--- config.mk ---
export PLATFORM = sky130hd
export DESIGN_NAME = lohi_unit
export DESIGN_NICKNAME = d
export VERILOG_FILES = /design/src/rtl/lohi_unit.sv
export SDC_FILE = /design/constraint.sdc
export NUM_CORES = 1
export LEC_CHECK = 0
export ABC_AREA = 1
export BUFFER_PORTS_ARGS = -buffer_cell sky130_fd_sc_hd__buf_2
export CAP_MARGIN = 20
export CORE_AREA = 2 2 195 197
export CTS_CLUSTER_SIZE = 40
export DETAILED_ROUTE_END_ITERATION = 6
export DIE_AREA = 0 0 197 199
export PLACE_DENSITY = 0.73
export SLEW_MARGIN = 20
export SYNTH_ARGS = -nofsm -noshare
export SYNTH_HDL_FRONTEND = slang
export SYNTH_SLANG_ARGS = --single-unit
--- constraint.sdc ---
create_clock -name clk -period 6 [get_ports clk]
set_input_delay 1.2 -clock clk [delete_from_list [all_inputs] [get_ports clk]]
set_output_delay 1.2 -clock clk [all_outputs]
set_load 0.05 [all_outputs]
--- src/rtl/lohi_unit.sv ---
`default_nettype none
// ============================================================================
// Module   : lohi_unit
// Brief    : Iterative radix-2 multiply/divide unit owning the LO/HI pair.
// Revision : 1.0
// ============================================================================
module lohi_unit #(
    parameter int WIDTH    = 32,
    parameter int OP_WIDTH = 2
) (
    input  logic                clk,
    input  logic                rst,
    input  logic                start,
    input  logic [OP_WIDTH-1:0] op,
    input  logic [WIDTH-1:0]    opr1,
    input  logic [WIDTH-1:0]    opr2,
    input  logic                cancel,
    input  logic [1:0]          write_opt,
    input  logic [WIDTH-1:0]    write_data,
    output logic                ready,
    output logic                done,
    output logic [WIDTH-1:0]    lo,
    output logic [WIDTH-1:0]    hi
);

    localparam int               CNT_W      = $clog2(WIDTH);
    localparam logic [CNT_W-1:0] c_cnt_last = CNT_W'(WIDTH - 1);
    localparam logic [CNT_W-1:0] c_cnt_one  = CNT_W'(1);
    localparam logic [WIDTH-1:0] c_one      = {{(WIDTH-1){1'b0}}, 1'b1};
    localparam logic [2*WIDTH-1:0] c_one2   = {{(2*WIDTH-1){1'b0}}, 1'b1};

    localparam logic [1:0] c_st_idle = 2'd0;
    localparam logic [1:0] c_st_load = 2'd1;
    localparam logic [1:0] c_st_iter = 2'd2;
    localparam logic [1:0] c_st_fix  = 2'd3;

    logic [1:0]       r_state;
    logic [1:0]       w_state_nxt;
    logic [CNT_W-1:0] r_count;
    logic             r_is_div;
    logic             r_is_unsigned;
    logic [WIDTH-1:0] r_opr1;
    logic [WIDTH-1:0] r_opr2;
    logic [WIDTH-1:0] r_a;
    logic [WIDTH-1:0] r_q;
    logic [WIDTH-1:0] r_m;
    logic             r_neg_res;
    logic             r_neg_rem;
    logic [WIDTH-1:0] r_lo;
    logic [WIDTH-1:0] r_hi;
    logic             r_done;

    logic             w_abort;
    logic             w_accept;
    logic             w_neg1;
    logic             w_neg2;
    logic [WIDTH-1:0] w_mag1;
    logic [WIDTH-1:0] w_mag2;

    // Any register write or pipeline clear kills an in-flight operation.
    assign w_abort  = (write_opt != 2'b00) || cancel;
    assign w_accept = start && (write_opt == 2'b00);

    assign w_neg1 = !r_is_unsigned && r_opr1[WIDTH-1];
    assign w_neg2 = !r_is_unsigned && r_opr2[WIDTH-1];
    assign w_mag1 = w_neg1 ? (~r_opr1 + c_one) : r_opr1;
    assign w_mag2 = w_neg2 ? (~r_opr2 + c_one) : r_opr2;

    // Shift-add step: {A,Q} shifts right with the carry of A + M.
    logic [WIDTH:0]   w_sum;
    logic [WIDTH-1:0] w_mul_a;
    logic [WIDTH-1:0] w_mul_q;
    assign w_sum   = {1'b0, r_a} + (r_q[0] ? {1'b0, r_m} : {(WIDTH+1){1'b0}});
    assign w_mul_a = w_sum[WIDTH:1];
    assign w_mul_q = {w_sum[0], r_q[WIDTH-1:1]};

    // Restoring step: the remainder stays below M, so bit WIDTH of the
    // difference is a pure borrow flag.
    logic [WIDTH:0]   w_shift;
    logic [WIDTH:0]   w_diff;
    logic             w_ge;
    logic [WIDTH-1:0] w_div_a;
    logic [WIDTH-1:0] w_div_q;
    assign w_shift = {r_a, r_q[WIDTH-1]};
    assign w_diff  = w_shift - {1'b0, r_m};
    assign w_ge    = !w_diff[WIDTH];
    assign w_div_a = w_ge ? w_diff[WIDTH-1:0] : w_shift[WIDTH-1:0];
    assign w_div_q = {r_q[WIDTH-2:0], w_ge};

    logic [2*WIDTH-1:0] w_prod;
    logic [2*WIDTH-1:0] w_prod_neg;
    logic [WIDTH-1:0]   w_res_lo;
    logic [WIDTH-1:0]   w_res_hi;
    assign w_prod     = {r_a, r_q};
    assign w_prod_neg = ~w_prod + c_one2;

    always_comb begin
        w_res_lo = r_q;
        w_res_hi = r_a;
        if (!r_is_div) begin
            {w_res_hi, w_res_lo} = r_neg_res ? w_prod_neg : w_prod;
        end else if (r_m == {WIDTH{1'b0}}) begin
            w_res_lo = {WIDTH{1'b1}};
            w_res_hi = r_opr1;
        end else begin
            w_res_lo = r_neg_res ? (~r_q + c_one) : r_q;
            w_res_hi = r_neg_rem ? (~r_a + c_one) : r_a;
        end
    end

    always_comb begin
        w_state_nxt = r_state;
        ready       = 1'b0;
        case (r_state)
            c_st_idle: begin
                ready = 1'b1;
                if (w_accept) w_state_nxt = c_st_load;
            end
            c_st_load: w_state_nxt = w_abort ? c_st_idle : c_st_iter;
            c_st_iter: begin
                if (w_abort)                     w_state_nxt = c_st_idle;
                else if (r_count == c_cnt_last)  w_state_nxt = c_st_fix;
            end
            c_st_fix:  w_state_nxt = c_st_idle;
            default:   w_state_nxt = c_st_idle;
        endcase
    end

    always_ff @(posedge clk) begin
        if (!rst) r_state <= c_st_idle;
        else      r_state <= w_state_nxt;
    end

    always_ff @(posedge clk) begin
        if (!rst) begin
            r_count       <= '0;
            r_is_div      <= 1'b0;
            r_is_unsigned <= 1'b0;
            r_opr1        <= '0;
            r_opr2        <= '0;
            r_a           <= '0;
            r_q           <= '0;
            r_m           <= '0;
            r_neg_res     <= 1'b0;
            r_neg_rem     <= 1'b0;
            r_lo          <= '0;
            r_hi          <= '0;
            r_done        <= 1'b0;
        end else begin
            r_done <= 1'b0;
            case (r_state)
                c_st_idle: begin
                    if (w_accept) begin
                        r_is_div      <= op[1];
                        r_is_unsigned <= op[0];
                        r_opr1        <= opr1;
                        r_opr2        <= opr2;
                    end
                end
                c_st_load: begin
                    r_a       <= '0;
                    r_q       <= w_mag1;
                    r_m       <= w_mag2;
                    r_neg_res <= w_neg1 ^ w_neg2;
                    r_neg_rem <= w_neg1;
                    r_count   <= '0;
                end
                c_st_iter: begin
                    r_a     <= r_is_div ? w_div_a : w_mul_a;
                    r_q     <= r_is_div ? w_div_q : w_mul_q;
                    r_count <= r_count + c_cnt_one;
                end
                default: begin
                    if (!w_abort) begin
                        r_lo   <= w_res_lo;
                        r_hi   <= w_res_hi;
                        r_done <= 1'b1;
                    end
                end
            endcase
            if (write_opt[0]) r_lo <= write_data;
            if (write_opt[1]) r_hi <= write_data;
        end
    end

    assign lo   = r_lo;
    assign hi   = r_hi;
    assign done = r_done;

endmodule
`default_nettype wire

==> metrics <==
Port Buf Inserts 169; Yosys warnings 0; first-pass GRT wire length 124000 um; Final Non-Filler Cells 4097; Sequential Power Share 0.253; Fin. Hold Viols 0; critical path's slowest cell dfxtp_1; Period minus WS final 3.24 ns; wire per inst 19.9 um; Layout fillers around 3800; Resize count post-CTS 0; FF-to-FF Start r_a[0]$_SDFFE_PN0P_; failing checks DRC; clk_skew 0.0213 ns; mux cell area share after synthesis 0; Setup Viol. Count Final 0; DR pass1 iterations 7; site row count 71; most frequent cells in the layout nand2_1 (1030), inv_1 (472), nor2_1 (365); Post-Synth XOR/XNOR Area 0.0253; H-tree depth 1; Crit Reg-Reg Endpoint r_a[17]$_SDFFE_PN0P_; top-area cell type share of the netlist area 0.235; Clock Tree Root clkbuf_16; P per Cell Area 405 mW/mm^2; Net Count, Synth 3701; Die Y between 150 and 200 um; worst setup path end r_a[17]$_SDFFE_PN0P_; Min Hold Slack between 0.4 and 0.5 ns; largest net degree at the start of global routing 95; Post-DRT Antenna Nets 0; vias 24500; min-delay src hi[23]$_SDFFE_PN0P_; Post-CTS Hold Buffers 0; CTS Buf Count 27; Vias/cell 5.97; post-synthesis async set-or-reset flop share 0; highest clock rate 0.309 GHz; Clock Power Share 0.195; violation count after the first detailed-route iteration slightly below 3000; Hold Path Class flop to flop; CP startpoint kind flop; Compound-Gate Fraction of Synth Area 0.188; top post-synthesis cells by area dfxtp_1 (24%), nand2_1 (19%), inv_1 (8.8%), a21oi_1 (7.6%), nand3_1 (7.2%); flops & latches, synth 236; HPWL Detailed between 60000 and 70000 um; reg-to-reg slack, setup 2.76 ns; VDD IR-drop max 300 uV; Syn Std Cell Area 0.0201 mm^2; setup TNS 0 ns; full die area 0.0392 mm^2; Setup CP Type flop to flop; register area 0.00473 mm^2; # IOs 170; Worst Setup SP r_a[0]$_SDFFE_PN0P_; CORE AREA 0.0371 mm^2; clock latency on the worst-skew pair 0.58 ns; RD Place Congestion 1.03; Simple-Gate Fraction of Synth Area 0.382; worst slew pin tran 0.998 ns; Max stage delay on crit path between 0.5 and 0.6 ns; WP data arrival 3.75 ns; Cell Chain, Critical Path inv_1 > fa_1 > inv_1 > nand3_1 > nand2_2 > nand2_2 > nand2_2 > nand2_2 > nand2_4 > nand2_4 > nand2_2 > nand2_2 > nand2_4 > nand2_1 > nand3_1 > nand2_1 > nand2_1; CTS Sinks 236; Net count, final 3782; Cells after Synth 3521; synth unique cells 49; switching share of power 0.526; status complete, but fails checks; CTS tree built; Reg2Reg Depth 17; max_cap viols 0; Net Switching between 4 and 5 mW; area of the multi-input gates approximately 0.013 mm^2; number of remaining DRC errors 5; Total Power 8.92 mW; Cells after DPL 4047; share of cells above drive strength 1 0.0914; EDFF count, synth 0; CP endpoint kind flop; area delta synth->final 9.64%; Top cell by count, worst path nand2_2; slew margin rel. 0.328; Seq/Total Area, Yosys 0.235; Max FO, Critical Path 33; post-CTS setup buffers 0; Logic pwr share 0.552; vias in the first global route 21900; Internal Power 4.22 mW; clk buf depth 3; initial antenna violation count 5; static leakage 11.6 nW; Synth area leader dfxtp_1; Die Wd 197 um; final WL 81400 um; total track usage 0.408; commonest non-fill, non-tap cell in the layout nand2_1; Initial Utilization 0.541; RSZ-0062 raised after global routing no; Overflow after GRT 0; hold path depth 2; Final Slew Violations 0; clk slew on worst S/H paths about 0.07 ns; mean area per synthesized cell 5.71 um^2; main combinational cell family by area after synthesis simple AND/OR/NAND/NOR gates; Main synth FF type dfxtp_1; critical path required time about 6.5 ns; adder-cell area share of the yosys netlist 0.0481; final worst path period share 0.540
==> logic make-up (layout without fill, tap and decap cells) <==
kind of cell,Yosys count,in the layout
adders and majority gates,76,76
xor gates and xnor gates,58,58
AOI/OAI and AO/OA,692,692
buffers and inverters,625,726
DFF,236,236
and+or+nand+nor,1834,1834
other,0,1
==> cell type report <==
class	count	share of cell area
diodes	1	0.000114
clock buffers	37	0.0346
repair buffers	189	0.0453
flip-flops and latches	236	0.215
multi-input cells	2660	0.588
inverters	488	0.0832
well taps	474	0.0269
clock inverters	12	0.00687
==> worst min path at each step <==
stage | endpoint | slack (ns)
floorplan | r_opr2[15]$_SDFFE_PN0P_ | 0.45
global placement | hi[31]$_SDFFE_PN0P_ | 0.45
detailed placement | hi[23]$_SDFFE_PN0P_ | 0.46
CTS | hi[23]$_SDFFE_PN0P_ | 0.47
global route | hi[22]$_SDFFE_PN0P_ | 0.48
finish | hi[23]$_SDFFE_PN0P_ | 0.46
==> registers in the layout (all words and copies together) (netlist names) <==
name / count
r_is_unsigned: 1
r_m: 32
r_opr2: 32
r_neg_rem: 1
done: 1
hi: 32
lo: 32
r_q: 32
r_neg_res: 1
r_opr1: 32
r_state: 2
r_count: 5
r_is_div: 1
r_a: 32
==> cell usage after synthesis (2+ instances only) <==
master,number
a21o_1,2
a21oi_1,306
a21oi_2,4
a221oi_1,2
a31oi_1,25
and2_1,2
buf_1,14
buf_2,22
buf_6,8
clkbuf_1,92
clkinv_1,6
dfxtp_1,236
fa_1,2
ha_1,74
inv_1,472
inv_2,10
nand2_1,1030
nand2_2,13
nand2_4,5
nand3_1,289
nand3_2,4
nand3b_1,5
nand4_1,40
nor2_1,368
nor2_2,14
nor2_4,5
nor3_1,27
nor3_2,6
nor4_1,2
o211ai_1,13
o21ai_0,264
o21ai_1,13
o21ai_2,5
o21bai_1,7
o221ai_1,42
o22ai_1,2
or2_2,22
xnor2_1,10
xor2_1,48
==> worst max-delay path: cells and delay by family, from the launching register on <==
family / cells / cell delay (ns)
and+or+nand+nor: 14 / 1.60
DFF: 1 / 0.57
buffers and inverters: 2 / 0.43
adders and majority gates: 1 / 0.53
==> metal layers <==
layer  wire [um]  global-route usage  up-vias  share of wire
li1            -                   -    11500              -
met1       34000               0.567    11200           0.42
met2       33700               0.610     1495           0.41
met3       10600              0.0995      230           0.13
met4        3090               0.148        6          0.038
met5          36                   0        -        0.00044
==> per-stage QoR <==
stage                     setup WS, ns  utilization  area (um^2)
final                             2.76        0.593        22000
after global routing              2.64        0.593        22000
after CTS                         2.88        0.593        22000
after detailed placement          2.40        0.569        21100
after global placement            2.45        0.569        21100
after floorplan                   3.51            -        20100
==> power by group through the flow <==
stage               Clock, mW  Combinational, mW  Sequential, mW
finish                   1.74               4.93            2.25
global route             1.81               5.37            2.27
CTS                      1.75               4.75            2.22
detailed placement          0               4.72            2.26
global placement            0               4.66            2.25
floorplan                   0               3.36            2.21
(Power assumes the default switching activity.)
